<file path="src/rtl/sha256_msg_padder_if.sv">
`default_nettype none
// ============================================================================
//  Module      : sha256_msg_padder_if
//  Description : Handshake bundle between a message source/sink and the
//                SHA-256 message padder.
//                Input side : in_valid / in_ready / in_data / in_last /
//                             in_nbytes  (big-endian word stream)
//                Output side: out_valid / out_ready / out_word / out_idx /
//                             out_last   (padded block words)
//                slave  modport : the padder
//                master modport : the environment feeding and draining it
//  Revision    : 1.0 - initial release
// ============================================================================
interface sha256_msg_padder_if;
    logic        in_valid;
    logic        in_ready;
    logic [31:0] in_data;
    logic        in_last;
    logic [1:0]  in_nbytes;
    logic        out_valid;
    logic        out_ready;
    logic [31:0] out_word;
    logic [3:0]  out_idx;
    logic        out_last;

    modport slave (
        input  in_valid, in_data, in_last, in_nbytes, out_ready,
        output in_ready, out_valid, out_word, out_idx, out_last
    );

    modport master (
        output in_valid, in_data, in_last, in_nbytes, out_ready,
        input  in_ready, out_valid, out_word, out_idx, out_last
    );
endinterface
`default_nettype wire

</file>
<file path="src/rtl/sha256_msg_padder.sv">
`default_nettype none
// ============================================================================
//  Module      : sha256_msg_padder
//  Description : Turns a byte-aligned big-endian message word stream into
//                complete FIPS 180-4 padded 512-bit blocks, one word per
//                beat, tagged with the in-block word index 0..15.
//  Ports       : clk      - clock, rising edge
//                reset_n  - asynchronous active-low reset
//                clear    - synchronous abort back to IDLE
//                bus      - sha256_msg_padder_if.slave (input/output streams)
//  Parameters  : LEN_W    - bit-length counter width (16..64)
//  Revision    : 1.0 - initial release
// ============================================================================
module sha256_msg_padder #(
    parameter int LEN_W = 64
) (
    input  wire logic           clk,
    input  wire logic           reset_n,
    input  wire logic           clear,
    sha256_msg_padder_if.slave  bus
);

    localparam logic [2:0] S_IDLE = 3'd0;
    localparam logic [2:0] S_DATA = 3'd1;
    localparam logic [2:0] S_PADW = 3'd2;
    localparam logic [2:0] S_ZERO = 3'd3;
    localparam logic [2:0] S_LENH = 3'd4;
    localparam logic [2:0] S_LENL = 3'd5;

    logic [2:0]       r_state;
    logic [3:0]       r_idx;
    logic [LEN_W-1:0] r_cnt;
    // Low for the first cycle after reset/clear so in_ready/out_valid start at 0.
    logic             r_live;

    logic [2:0]       w_nbytes;
    logic [5:0]       w_inc;
    logic [31:0]      w_merged;
    logic [63:0]      w_cnt64;
    logic [3:0]       w_next_idx;
    logic             w_in_fire;
    logic             w_out_fire;

    // Byte count of the current word: 0 on in_nbytes encodes a full word.
    assign w_nbytes   = (bus.in_nbytes == 2'd0) ? 3'd4 : {1'b0, bus.in_nbytes};
    assign w_inc      = bus.in_last ? {w_nbytes, 3'b000} : 6'd32;
    assign w_next_idx = r_idx + 4'd1;
    assign w_in_fire  = bus.in_valid & bus.in_ready;
    assign w_out_fire = bus.out_valid & bus.out_ready;
    assign bus.out_idx = r_idx;

    generate
        if (LEN_W < 64) begin : g_cnt_pad
            assign w_cnt64 = {{(64-LEN_W){1'b0}}, r_cnt};
        end else begin : g_cnt_full
            assign w_cnt64 = r_cnt;
        end
    endgenerate

    // Final partial word: keep the valid leading bytes, append 0x80, zero the rest.
    always_comb begin
        w_merged = bus.in_data;
        if (bus.in_last) begin
            case (bus.in_nbytes)
                2'd1:    w_merged = {bus.in_data[31:24], 8'h80, 16'h0000};
                2'd2:    w_merged = {bus.in_data[31:16], 8'h80, 8'h00};
                2'd3:    w_merged = {bus.in_data[31:8],  8'h80};
                default: w_merged = bus.in_data;
            endcase
        end
    end

    // Output side. clear suppresses both handshakes so an abort never
    // coincides with a word being consumed on either side.
    always_comb begin
        bus.in_ready  = 1'b0;
        bus.out_valid = 1'b0;
        bus.out_word  = 32'h0000_0000;
        bus.out_last  = 1'b0;
        case (r_state)
            S_IDLE, S_DATA: begin
                bus.in_ready  = bus.out_ready & r_live & ~clear;
                bus.out_valid = bus.in_valid  & r_live & ~clear;
                bus.out_word  = r_live ? w_merged : 32'h0000_0000;
            end
            S_PADW: begin
                bus.out_valid = ~clear;
                bus.out_word  = 32'h8000_0000;
            end
            S_ZERO: begin
                bus.out_valid = ~clear;
            end
            S_LENH: begin
                bus.out_valid = ~clear;
                bus.out_word  = w_cnt64[63:32];
            end
            S_LENL: begin
                bus.out_valid = ~clear;
                bus.out_word  = w_cnt64[31:0];
                bus.out_last  = 1'b1;
            end
            default: begin
                bus.out_valid = 1'b0;
            end
        endcase
    end

    always_ff @(posedge clk or negedge reset_n) begin
        if (!reset_n) begin
            r_state <= S_IDLE;
            r_idx   <= 4'd0;
            r_cnt   <= '0;
            r_live  <= 1'b0;
        end else if (clear) begin
            r_state <= S_IDLE;
            r_idx   <= 4'd0;
            r_cnt   <= '0;
            r_live  <= 1'b0;
        end else begin
            r_live <= 1'b1;
            if (w_out_fire) begin
                r_idx <= w_next_idx;
            end
            case (r_state)
                S_IDLE, S_DATA: begin
                    // Pass-through: an input transfer is also an output transfer.
                    if (w_in_fire) begin
                        r_cnt <= r_cnt + {{(LEN_W-6){1'b0}}, w_inc};
                        if (!bus.in_last) begin
                            r_state <= S_DATA;
                        end else if (bus.in_nbytes == 2'd0) begin
                            r_state <= S_PADW;
                        end else begin
                            r_state <= (w_next_idx == 4'd14) ? S_LENH : S_ZERO;
                        end
                    end
                end
                S_PADW: begin
                    if (w_out_fire) begin
                        r_state <= (w_next_idx == 4'd14) ? S_LENH : S_ZERO;
                    end
                end
                S_ZERO: begin
                    // Zeros run until index 13 has gone out; a pad landing at
                    // 14/15 therefore spills naturally into a fresh block.
                    if (w_out_fire && (r_idx == 4'd13)) begin
                        r_state <= S_LENH;
                    end
                end
                S_LENH: begin
                    if (w_out_fire) begin
                        r_state <= S_LENL;
                    end
                end
                S_LENL: begin
                    if (w_out_fire) begin
                        r_state <= S_IDLE;
                        r_cnt   <= '0;
                    end
                end
                default: begin
                    r_state <= S_IDLE;
                end
            endcase
        end
    end

endmodule
`default_nettype wire
</file>
<file path="src/flat_wrapper.sv">
// flat-port wrapper written by rule: the top's interface ports become plain ports
module sha256_msg_padder_flat 
#(
    parameter int LEN_W = 64
)
  (clk, reset_n, clear, bus_in_valid, bus_in_data, bus_in_last, bus_in_nbytes, bus_out_ready, bus_in_ready, bus_out_valid, bus_out_word, bus_out_idx, bus_out_last);
  sha256_msg_padder_if bus_i ();
  input  wire logic clk;
  input  wire logic reset_n;
  input  wire logic clear;
  input wire logic [$bits(bus_i.in_valid)-1:0] bus_in_valid;
  input wire logic [$bits(bus_i.in_data)-1:0] bus_in_data;
  input wire logic [$bits(bus_i.in_last)-1:0] bus_in_last;
  input wire logic [$bits(bus_i.in_nbytes)-1:0] bus_in_nbytes;
  input wire logic [$bits(bus_i.out_ready)-1:0] bus_out_ready;
  output wire logic [$bits(bus_i.in_ready)-1:0] bus_in_ready;
  output wire logic [$bits(bus_i.out_valid)-1:0] bus_out_valid;
  output wire logic [$bits(bus_i.out_word)-1:0] bus_out_word;
  output wire logic [$bits(bus_i.out_idx)-1:0] bus_out_idx;
  output wire logic [$bits(bus_i.out_last)-1:0] bus_out_last;
  assign bus_i.in_valid = bus_in_valid;
  assign bus_i.in_data = bus_in_data;
  assign bus_i.in_last = bus_in_last;
  assign bus_i.in_nbytes = bus_in_nbytes;
  assign bus_i.out_ready = bus_out_ready;
  assign bus_in_ready = bus_i.in_ready;
  assign bus_out_valid = bus_i.out_valid;
  assign bus_out_word = bus_i.out_word;
  assign bus_out_idx = bus_i.out_idx;
  assign bus_out_last = bus_i.out_last;
  sha256_msg_padder #(.LEN_W(LEN_W)) u_core (.clk(clk), .reset_n(reset_n), .clear(clear), .bus(bus_i));
endmodule
</file>
<file path="config.mk">
export PLATFORM = sky130hd
export DESIGN_NAME = sha256_msg_padder_flat
export DESIGN_NICKNAME = d
export VERILOG_FILES = /design/src/rtl/sha256_msg_padder_if.sv /design/src/rtl/sha256_msg_padder.sv /design/src/flat_wrapper.sv
export SDC_FILE = /design/constraint.sdc
export NUM_CORES = 1
export LEC_CHECK = 0
export BUFFER_PORTS_ARGS = -buffer_cell sky130_fd_sc_hd__buf_2
export CORE_UTILIZATION = 57
export CTS_BUF_LIST = sky130_fd_sc_hd__clkbuf_2
export DETAILED_ROUTE_END_ITERATION = 10
export PLACE_DENSITY_LB_ADDON = 0.12
export RECOVER_POWER = 25
export SKIP_CTS_REPAIR_TIMING = 1
export SLEW_MARGIN = 30
export SYNTH_ARGS = -nofsm -noshare
export SYNTH_HDL_FRONTEND = slang
export SYNTH_SLANG_ARGS = --single-unit
export TNS_END_PERCENT = 50
</file>
<file path="constraint.sdc">
create_clock -name clk -period 8.3 [get_ports clk]
set_input_delay 0 -clock clk [delete_from_list [all_inputs] [get_ports clk]]
set_output_delay 0 -clock clk [all_outputs]
set_load 0.02 [all_outputs]
</file>
==> impl_metrics.toml <==
[logic_synthesis]
mappedNetlistNets = 627
synthDominantAreaCellType = "sky130_fd_sc_hd__dfrtp_1"
ys_types = 50
synthTopCellsByCount = "73 x sky130_fd_sc_hd__nand2_1, 69 x sky130_fd_sc_hd__dfrtp_1, 56 x sky130_fd_sc_hd__o21ai_0, 51 x sky130_fd_sc_hd__a21oi_1, 34 x sky130_fd_sc_hd__nor2_1"
postSynthCellCount = 579
edff_count_synth = 0
synth.most_common_cell = "sky130_fd_sc_hd__nand2_1"
synth_flop_cell = "sky130_fd_sc_hd__dfrtp_1"
synth.top_cells.by_area = "sky130_fd_sc_hd__dfrtp_1 36%, sky130_fd_sc_hd__mux2i_1 6.1%, sky130_fd_sc_hd__o21ai_0 5.9%"
sequential_to_total_area_share_from_yosys_stat = 0.3650
synth-warning-count = 0
synth.cell_area_mm2 = 0.004731
synth_largest_type_area_fraction = 0.3650
postSynth.asyncResetShare = 1.000
synth_area_per_inst_um2 = 8.171
ys_seq_elements = 69

[route]
drt.antenna.violating_nets = 0
routed_via_density = 6.623
drtPass1Iterations = 5
drc = 0
drt_iter0_markers = 402
finalWirelength_mm = 13.82
detailroute.via_count = 5000
routed_wire_length_per_instance_um = 18.30

[cts]
htree_levels = 3
clkTransAtPathRegs_ns = 0.22
cts-buffers-inserted = 9
cts.root.buffer_cell = "sky130_fd_sc_hd__clkbuf_2"
clock_tree_from_tritoncts = "yes"
worstSkewPairLatency_ns = 0.54
clkSinkCount = 69
cts-root-to-sink-buffers = 2

[timing]
timing.fmax_mhz = 252.7
setup_tns_ns = 0
holdWs_ns = 0.05987
rsz0062_at_grt = "false"
max-slew-margin-rel = -1.544
setup_slack_ns = 4.343
post_route_clock_skew_ns = 0.02533
max_slew_violations = 70
worst_pin_slew_ns = 3.815
setup_viol = 0
layout_worst_path_cycle_share = 0.4768
finalHoldViolCount = 0
final.min_clock_period_ns = 3.957

[setup_path]
crit_path_end_kind = "async pin"
critPathArrivalTime_ns = 3.27
critical_path.max_fanout = 69
r2r_start = "u_core.r_cnt[11]"
worstPathCellList = "dlygate4sd3_1 -> buf_2 -> clkbuf_1"
crit_path_top_delay_cell = "sky130_fd_sc_hd__clkbuf_1"
critical_path.top_delay_family = "buffers and inverters"
worst-endpoint-required_ns = 7.62
worstSetupPathType = "in2async"
timing.critical_path.from_type = "input port"
r2r_end = "u_core.r_cnt[60]"
buffer_and_inverter_count_on_the_worst_path = 3
worstRegToRegCells = 5
timing.critical_path.slowest_cell_delay_ns = 2.66
ff2ff_setup_slack_ns = 5.16

[global_route]
track_usage = 0.3337
first_global_vias = 4576
grt_first_pass_wirelength_mm = 22.49
maximum_number_of_pins_on_one_net_before_global_route_repair = 70
antenna_found_initial = 0
globalRouteOverflowTotal = 0

[pwr]
power_report.internal_total_w = 0.0004476
total_switching_power_w = 0.0002054
comb_power_share = 0.153
power_share_of_the_clock_group = 0.309
static-leakage-power_nw = 2.123
cellPowerDensity_mw_per_mm2 = 122.5
switching_share = 0.3145
vdd_ir_drop_max_mv = 0.05530
pwr-share-seq = 0.538

[layout]
final_nets = 696
final_util = 0.6758
layout-drive-gt1-share = 0.1608
antenna-diode-count = 0
flow.area_growth_from_synthesis_pct = 12.67

[min_path]
hold_path_end = "u_core.r_cnt[3]"
timing.hold.worst.start = "bus_in_nbytes[0]"
hold_class = "in2reg"
hold-path-cell-count = 5

[floorplanning]
die_height_um = 93.10
row_count = 32
initial_cell_density_of_the_core = 0.5998
dieArea_mm2 = 0.008668
boundaryPins = 79
core_area_mm2 = 0.007888
die_width_um = 93.10

[place]
gp_congestion = 0.9202
dp.final_hpwl_mm = 9.744
buffer_ports.inserted = 78
dpl_worst_slack_ns = 5.262

[job]
max_cap_violations = 1

[outcome]
outcome = "finished with violations"
failed_checks = "max-capacitance violations, max-slew violations"
[placed cells by master (no fill, tap or decap), types with 6 or more instances in the layout]
master	count
sky130_fd_sc_hd__o31ai_1	29
sky130_fd_sc_hd__ha_1	7
sky130_fd_sc_hd__a31oi_1	6
sky130_fd_sc_hd__xor2_1	10
sky130_fd_sc_hd__dlygate4sd3_1	6
sky130_fd_sc_hd__or4_1	32
sky130_fd_sc_hd__mux2i_1	29
sky130_fd_sc_hd__a21oi_1	51
sky130_fd_sc_hd__and3_1	10
sky130_fd_sc_hd__buf_2	77
sky130_fd_sc_hd__nand2_1	73
sky130_fd_sc_hd__clkbuf_2	10
sky130_fd_sc_hd__dfrtp_1	68
sky130_fd_sc_hd__or3_1	11
sky130_fd_sc_hd__nand3_1	31
sky130_fd_sc_hd__o21ai_0	56
sky130_fd_sc_hd__inv_1	12
sky130_fd_sc_hd__nand4_1	22
sky130_fd_sc_hd__nor4_1	7
sky130_fd_sc_hd__nor2_1	34
[per-stage QoR]
step,std cells,total power [W],area [µm²]
after global placement,733,0.0004513,5156
after detailed placement,733,0.0004542,5156
after global routing,755,0.0006805,5330
after CTS,749,0.0006528,5270
after floorplan,579,0.0004139,4731
final,755,0.0006530,5330
[power groups by stage]
stage	clock network (W)	registers, W	logic [W]
after floorplan	0	0.000352	0.0000619
after global placement	0	0.000356	0.0000952
after detailed placement	0	0.000357	0.0000975
after CTS	0.000204	0.000351	0.0000980
after global routing	0.000217	0.000353	0.000110
final	0.000202	0.000351	0.000100
[worst max-delay path by stage]
stage,start,endpoint,slack [ns],cells past startpoint
detailed placement,bus_in_nbytes[0],u_core.r_cnt[50],5.26,9
CTS,u_core.r_cnt[11],u_core.r_cnt[62],5.26,5
global placement,u_core.r_cnt[11],u_core.r_cnt[50],5.41,5
global route,reset_n,u_core.r_state[0],3.45,3
finish,reset_n,u_core.r_state[0],4.34,3
floorplan,u_core.r_cnt[3],u_core.r_cnt[63],5.57,9
[state kept, by name, indices dropped and copies added, names as in the netlist]
name,cells
u_core.bus.out_idx,4
u_core.r_cnt,61
u_core.r_live,1
u_core.r_state,3
[logic make-up after synthesis]
logic type / count (synthesis) / synth area share
AO/OA/AOI/OAI: 169 / 0.2124
XOR/XNOR: 14 / 0.02592
buffers and inverters: 42 / 0.03570
multiplexers: 29 / 0.06136
adder cells (fa/ha/maj): 8 / 0.02274
flip-flops: 69 / 0.3650
AND/OR/NAND/NOR: 248 / 0.2769
[tightest hold or removal path: stages]
cell                      delay, ns
sky130_fd_sc_hd__buf_2         0.13
sky130_fd_sc_hd__and2_1        0.18
sky130_fd_sc_hd__ha_1          0.14
sky130_fd_sc_hd__nand3_1       0.06
sky130_fd_sc_hd__nand2_1       0.07
[layer usage]
metal / routed length (µm) / part of all wire / track usage
met5: 0 / 0 / 0
met4: 365 / 0.026 / 0.1269
met3: 1038 / 0.075 / 0.04390
met2: 6484 / 0.47 / 0.5423
met1: 5927 / 0.43 / 0.4544
[area by class of cell]
cell class	count	area, µm²
clock buffer	10	50.05
clock inverter	6	63.81
fill	655	2557
inverter	12	45.04
multi-input combinational	468	2838
sequential	69	1730
tap	102	127.6
timing repair buffer	88	475.5
Note: power is estimated with default switching activity, not from simulation.
